`src/rtl/shift_seq_unit.sv`:
```
// Multi-cycle shifter/rotator: LSR, LSL, ASR, ROR, ROL, up to STEP bit positions per clock.
// Optional SHIFT_CARRY_EN macro adds the Carry_OUT port (last bit shifted out).
module shift_seq_unit #(
  parameter  int DATA_WIDTH = 16,
  parameter  int STEP       = 1,
  localparam int SHAMT_W    = $clog2(DATA_WIDTH)
) (
  input  logic                  CLK,
  input  logic                  RST,
  input  logic [DATA_WIDTH-1:0] A,
  input  logic [DATA_WIDTH-1:0] B,
  input  logic                  OP_SEL,
  input  logic [2:0]            ALU_FUN,
  input  logic [SHAMT_W-1:0]    SHAMT,
  input  logic                  Shift_Enable,
  output logic [DATA_WIDTH-1:0] Shift_OUT,
  output logic                  Shift_Flag,
`ifdef SHIFT_CARRY_EN
  output logic                  Carry_OUT,
`endif
  output logic                  Busy
);

  localparam logic [SHAMT_W-1:0] STEP_K = SHAMT_W'(STEP);

  localparam logic [2:0] FUN_LSR = 3'd0;
  localparam logic [2:0] FUN_LSL = 3'd1;
  localparam logic [2:0] FUN_ASR = 3'd2;
  localparam logic [2:0] FUN_ROR = 3'd3;
  localparam logic [2:0] FUN_ROL = 3'd4;

  typedef enum logic {IDLE, SHIFT} state_t;

  state_t                r_state;
  logic [DATA_WIDTH-1:0] r_work;
  logic [DATA_WIDTH-1:0] r_out;
  logic [2:0]            r_fun;
  logic [SHAMT_W-1:0]    r_rem;
  logic                  r_flag;
  logic                  r_busy;

  logic [DATA_WIDTH-1:0] w_operand;
  logic                  w_bypass;
  logic [SHAMT_W-1:0]    w_k;
  logic [SHAMT_W-1:0]    w_kneg;
  logic [SHAMT_W-1:0]    w_km1;
  logic                  w_last;
  logic [DATA_WIDTH-1:0] w_next;

  assign w_operand = OP_SEL ? B : A;
  assign w_bypass  = (SHAMT == '0) || (ALU_FUN > FUN_ROL);
  assign w_k       = (r_rem < STEP_K) ? r_rem : STEP_K;
  // In SHIFT w_k is never 0, so -w_k wraps to DATA_WIDTH-w_k (the rotate complement).
  assign w_kneg    = -w_k;
  assign w_km1     = w_k - 1'b1;
  assign w_last    = (r_rem <= STEP_K);

  always_comb begin
    w_next = r_work;
    case (r_fun)
      FUN_LSR: w_next = r_work >> w_k;
      FUN_LSL: w_next = r_work << w_k;
      FUN_ASR: w_next = $signed(r_work) >>> w_k;
      FUN_ROR: w_next = (r_work >> w_k) | (r_work << w_kneg);
      FUN_ROL: w_next = (r_work << w_k) | (r_work >> w_kneg);
      default: w_next = r_work;
    endcase
  end

`ifdef SHIFT_CARRY_EN
  logic r_carry;
  logic w_carry;

  // Only the final step's outgoing bit matters for the reported carry.
  assign w_carry = ((r_fun == FUN_LSL) || (r_fun == FUN_ROL)) ? r_work[w_kneg] : r_work[w_km1];
  assign Carry_OUT = r_carry;
`endif

  always_ff @(posedge CLK or posedge RST) begin
    if (RST) begin
      r_state <= IDLE;
      r_work  <= '0;
      r_out   <= '0;
      r_fun   <= '0;
      r_rem   <= '0;
      r_flag  <= 1'b0;
      r_busy  <= 1'b0;
`ifdef SHIFT_CARRY_EN
      r_carry <= 1'b0;
`endif
    end else begin
      r_flag <= 1'b0;
      case (r_state)
        IDLE: begin
          if (Shift_Enable) begin
            r_work <= w_operand;
            r_fun  <= ALU_FUN;
            if (w_bypass) begin
              r_out  <= w_operand;
              r_flag <= 1'b1;
`ifdef SHIFT_CARRY_EN
              r_carry <= 1'b0;
`endif
            end else begin
              r_rem   <= SHAMT;
              r_busy  <= 1'b1;
              r_state <= SHIFT;
            end
          end
        end
        SHIFT: begin
          r_work <= w_next;
          r_rem  <= r_rem - w_k;
          if (w_last) begin
            r_out   <= w_next;
            r_flag  <= 1'b1;
            r_busy  <= 1'b0;
            r_state <= IDLE;
`ifdef SHIFT_CARRY_EN
            r_carry <= w_carry;
`endif
          end
        end
        default: r_state <= IDLE;
      endcase
    end
  end

  assign Shift_OUT  = r_out;
  assign Shift_Flag = r_flag;
  assign Busy       = r_busy;

endmodule

```
`config.mk`:
```
export PLATFORM = sky130hd
export DESIGN_NAME = shift_seq_unit
export DESIGN_NICKNAME = d
export VERILOG_FILES = /design/src/rtl/shift_seq_unit.sv
export SDC_FILE = /design/constraint.sdc
export NUM_CORES = 1
export LEC_CHECK = 0
export ABC_AREA = 1
export CORE_MARGIN = 2
export CORE_UTILIZATION = 45
export CTS_CLUSTER_DIAMETER = 150
export CTS_CLUSTER_SIZE = 8
export DETAILED_ROUTE_END_ITERATION = 8
export PLACE_DENSITY_LB_ADDON = 0.1
export SETUP_SLACK_MARGIN = 0.3
export SLEW_MARGIN = 20
export SYNTH_ARGS = -nofsm -noshare
export SYNTH_HDL_FRONTEND = slang
export SYNTH_SLANG_ARGS = --single-unit
```
`constraint.sdc`:
```
create_clock -name CLK -period 4.32 [get_ports CLK]
set_clock_uncertainty 0.2 [all_clocks]
set_input_delay 0.648 -clock CLK [delete_from_list [all_inputs] [get_ports CLK]]
set_output_delay 0.648 -clock CLK [all_outputs]
set_load 0.01 [all_outputs]
```
# Yosys cells after proc, flatten, opt, wreduce, memory -nomap -nowiden
# Index checks and enable logic that the tools add are counted.
[totals]
regBits = 42
input_bits = 43
output_inout_bits = 18
[op_classes]
eq_ne = 8
n_reduce_logical = 7
n_addsub = 2
muxes = 24
bitwise_logic = 3
shift = 5
order_cmp = 3
[op_table]
columns = ["op", "count"]
rows = [
  ["$mux 16", 5],
  ["$pmux 16 s5", 1],
  ["$pmux 16 s2", 2],
  ["$or 16x16->16", 2],
  ["$shl 16x4->16", 2],
  ["$shr 16x4->16", 2],
  ["$sshr 16x4->16", 1],
  ["$mux 4", 3],
  ["$mux 1", 9],
  ["$pmux 4 s2", 1],
  ["$eq 3x2->1 const B", 2],
  ["$ne 2x2->1 const B", 3],
  ["$pmux 1 s2", 3],
  ["$reduce_and 3->1", 2],
  ["$le 4x1->1 const B", 1],
  ["$logic_not 4->1", 1],
  ["$lt 4x1->1 const B", 1],
  ["$neg 4->4", 1],
  ["$reduce_and 2->1", 2],
  ["$sub 4x4->4", 1],
  ["$eq 3x1->1 const B", 1],
  ["$eq 3x3->1 const B", 1],
  ["$gt 3x3->1 const B", 1],
  ["$logic_not 3->1", 1],
  ["other kinds (3)", 3],
]

# Depth between registers and ports, before layout
[logic_depth]
ltp_word = 8
mapped_depth = 21
mapped_depth_nobuf = 17

# Worst setup path after synthesis
# No wires, ideal clock.
[synth_path]
kind = "reg2reg"
startpoint = "register r_rem[1]"
endpoint = "register r_work[2]"
t_required_ps = 4003
synth_period_minus_slack_ps = 2724
path_buffers = 4
stages_incl_launch_ff = 19
t_arrival_ps = 2407
path_slack_ps = 1596
setup_time_ps = 117
path_cell_list = "dfrtp_1 > nor2_4 > nand2_4 > inv_2 > buf_2 > buf_2 > ha_1 > clkbuf_1 > inv_1 > buf_1 > nand2_1 > nand3_1 > o21ai_0 > nand2_1 > nand4_1 > nand2_1 > nand2_1 > nand2_1 > nand2_1"
[synth_via]
elab_chain_cells = 7
elab_cells_between_ends = 12
[synth_rtl]
columns = ["element", "line_no", "source"]
rows = [
  ["from (decl)", "38", "logic [SHAMT_W-1:0] r_rem;"],
  ["from (signal assigned)", "113", "r_rem <= r_rem - w_k;"],
  ["$lt 4x1->1", "52", "assign w_k = (r_rem < STEP_K) ? r_rem : STEP_K;"],
  ["$mux 4 *", "52", ""],
  ["$neg 4->4", "54", "assign w_kneg = -w_k;"],
  ["$shr 16x4->16 / $shl 16x4->16 (equally long branches)", "65, 64", ""],
  ["$or 16x16->16, on equally long branches", "65, 64", ""],
  ["$pmux 16 s5 *", "60", "case (r_fun)"],
  ["$pmux 16 s2 *", "93", "case (r_state)"],
  ["to (signal assigned)", "96", "r_work <= w_operand;"],
  ["to (signal assigned)", "112", "r_work <= w_next;"],
  ["to (decl)", "35", "logic [DATA_WIDTH-1:0] r_work;"],
]
# Every way passes the cells marked *; elsewhere a longest branch is shown, timed or not.
# A chain may end at the register's enable or synchronous reset.

# Worst setup path in the final report
[layout_path]
startpoint = "register r_rem[2]"
endpoint = "register r_work[14]"
# The elaborated chain is that of the path after synthesis.

==> out/results.tsv <==
metric	value	unit
crit_end	r_work[14]$_DFFE_PP0P_	
die_w	99.8	um
drt_pass1_iterations	7	
holdWs	0.285	ns
slew_violations	0	
setup-tns-final	0	ns
crit_top_cell	nand2_1	
dieArea	9970	um^2
ys.flop_type	dfrtp_1	
final_common_cell	nand2_1	
antenna_found_initial	0	
drc	0	
cts_setup_buffers	0	
timing.rr.start	r_rem[2]$_DFFE_PP0P_	
status	finished clean	
cp_cell_sequence	nor2_4 -> nand2_4 -> inv_2 -> ha_1 -> buf_4 -> inv_1 -> buf_4 -> nand3_1 -> nand3_1 -> nand3_1 -> nand3_1 -> nand2_1 -> nand2_1 -> nand2_1 -> nand2_1 -> nand2_1 -> nand2_1	
path_buf_inv	4	
htree_levels	2	
tritoncts	built	
r2r-end	r_work[14]$_DFFE_PP0P_	
start_util	46.9	%
yosys.area.top_type_share	26.1	%
end_kind	flop	
arrival	3.20	ns
postCtsResizedCells	0	
vias_per_cell	5.55	
grt_pass1_wl	22400	um
root_buffer	clkbuf_8	
ys_types	36	
antenna_left	0	
critPathMaxFanout	33	
hpwlAfterDp	10500	um
netlist_instances	713	
wl_per_cell	16.3	um
nets	797	
cts_hold_buf	0	
hold_class	reg -> reg	
grt_max_degree	49	
cp_top_family	simple AND/OR/NAND/NOR gates	
drt_iter0_drc	349	
ys_seq_elements	42	
overflow	0	
avgSynthCellArea	5.80	um^2
rsz0062_at_grt	no	
fmax	316	MHz
final_cell_mix	nand2_1 (287), nand3_1 (94), clkdlybuf4s50_1 (60), inv_1 (55), o21ai_0 (53)	
synth_top_cell_by_area	nand2_1	
slowest_stage	nor2_4	
syn-num-nets	758	
max-vdd-ir-drop	0.437	mV
clk_latency	0.30	ns
finalSetupViolCount	0	
clock_sinks	42	
max_cap_violations	0	
crit_start	r_rem[2]$_DFFE_PP0P_	
timing.final.crit_share	73.3	%
p_leak	2.48	nW
max_stage_delay	0.49	ns
timing_worst_setup_path_type	reg -> reg	
clkSlewWorstSetupHoldPaths	0.08	ns
final_hold_viol_count	0	
first_global_vias	4263	
start_kind	flop	
rows	34	
drive_gt1_share	7.04	%
port_buffers	60	
reg2reg_depth	17	
io_pins	61	
dpl-instance-area	4720	um^2
routed_wl	14000	um
synthesis.area	4130	um^2
cts_buffers	5	
final_area	4830	um^2
powerDensity	912	nW/um^2
crit_required	4.35	ns
synth.yosys.seq_area_share	25.4	%
min_period	3.17	ns
core_area	8810	um^2
synthArstFlopShare	100	%
gr-usage-all-layers	28.4	%
tightest_slew	0.977	ns
n_antenna_cell	0	
syn_to_final_growth	16.9	%
slew_headroom	34.6	%
synth-edff-count	0	
ys.warnings.count	0	
reg2reg_slack	1.15	ns
vias	4778	
gp_congestion	0.961	
cp.depth	17	
nFillCells	949	
netlist_top_cells_area	nand2_1 (26%), dfrtp_1 (25%), nand3_1 (11%)	
clockBufferDepth	2	
fp.dieH	99.8	um
==> registers in the layout (all words and copies together) (netlist names) <==
register,flops
r_work,16
Shift_OUT,16
r_fun,3
r_rem,4
Busy,1
r_state,1
Shift_Flag,1
==> area by class of cell <==
cell class | count | area, um^2 | area share [%]
Clock buffer | 6 | 72.6 | 1.50
Clock inverter | 2 | 37.5 | 0.777
Inverter | 62 | 233 | 4.82
Multi-Input combinational cell | 570 | 2620 | 54.2
Sequential cell | 42 | 1050 | 21.8
Tap cell | 108 | 135 | 2.80
Timing Repair Buffer | 71 | 683 | 14.1
==> synth_stat cells (6+ instances only) <==
master,instances
clkbuf_1,14
o21ai_0,53
nand2_1,287
nand4_1,6
a21oi_1,18
nand3_2,12
buf_2,13
inv_1,56
nand3_1,94
o21ai_1,7
nor2_1,51
dfrtp_1,42
==> power breakdown <==
part | switching, W | internal [W] | leakage (nW)
Clock | 0.000143 | 0.000173 | 0.0514
Sequential | 0.000252 | 0.000592 | 0.519
Combinational | 0.00217 | 0.00107 | 1.91
==> through the flow <==
step | util, % | total power, W | cells | setup WS, ns
6_report | 54.8 | 0.00440 | 861 | 1.15
5_1_grt | 54.8 | 0.00483 | 861 | 1.01
4_1_cts | 54.8 | 0.00435 | 861 | 1.19
3_5_place_dp | 53.6 | 0.00401 | 853 | 1.21
3_3_place_gp | 53.6 | 0.00398 | 853 | 1.25
2_1_floorplan | - | 0.00314 | 713 | 1.60
==> worst min-delay path, stage by stage (launching register included) <==
cell and delay [ns]:
dfrtp_1 0.35, nand2_1 0.05, nand2_1 0.06
==> logic make-up after synthesis <==
group | count (synthesis) | synth area share (%)
compound gates | 95 | 12.8
fa+ha+maj | 2 | 0.605
buf+inv | 101 | 11.2
flops | 42 | 25.4
other cells | 1 | 0.0907
simple gates | 472 | 49.8
==> routing by layer <==
layer	GRT usage (%)	part of all wire, %	wire, um	vias to the layer above
met5	0	0	0	-
met4	7.59	2.3	327	0
met3	5.64	10	1440	23
met2	42.9	42	5950	253
met1	41.7	45	6290	2124
li1	-	-	-	2378
==> how the worst min path moves through the flow <==
stage / from / to / slack, ns / depth (start not counted)
2_1_floorplan: r_work[2]$_DFFE_PP0P_ / r_work[2]$_DFFE_PP0P_ / 0.29 / 2
3_3_place_gp: Shift_OUT[13]$_DFFE_PP0P_ / Shift_OUT[13]$_DFFE_PP0P_ / 0.26 / 2
3_5_place_dp: Shift_OUT[2]$_DFFE_PP0P_ / Shift_OUT[2]$_DFFE_PP0P_ / 0.26 / 2
4_1_cts: Shift_OUT[13]$_DFFE_PP0P_ / Shift_OUT[13]$_DFFE_PP0P_ / 0.29 / 2
5_1_grt: Shift_OUT[2]$_DFFE_PP0P_ / Shift_OUT[2]$_DFFE_PP0P_ / 0.33 / 2
6_report: Shift_OUT[13]$_DFFE_PP0P_ / Shift_OUT[13]$_DFFE_PP0P_ / 0.29 / 2
No activity file was read; power rests on OpenSTA's default activity.
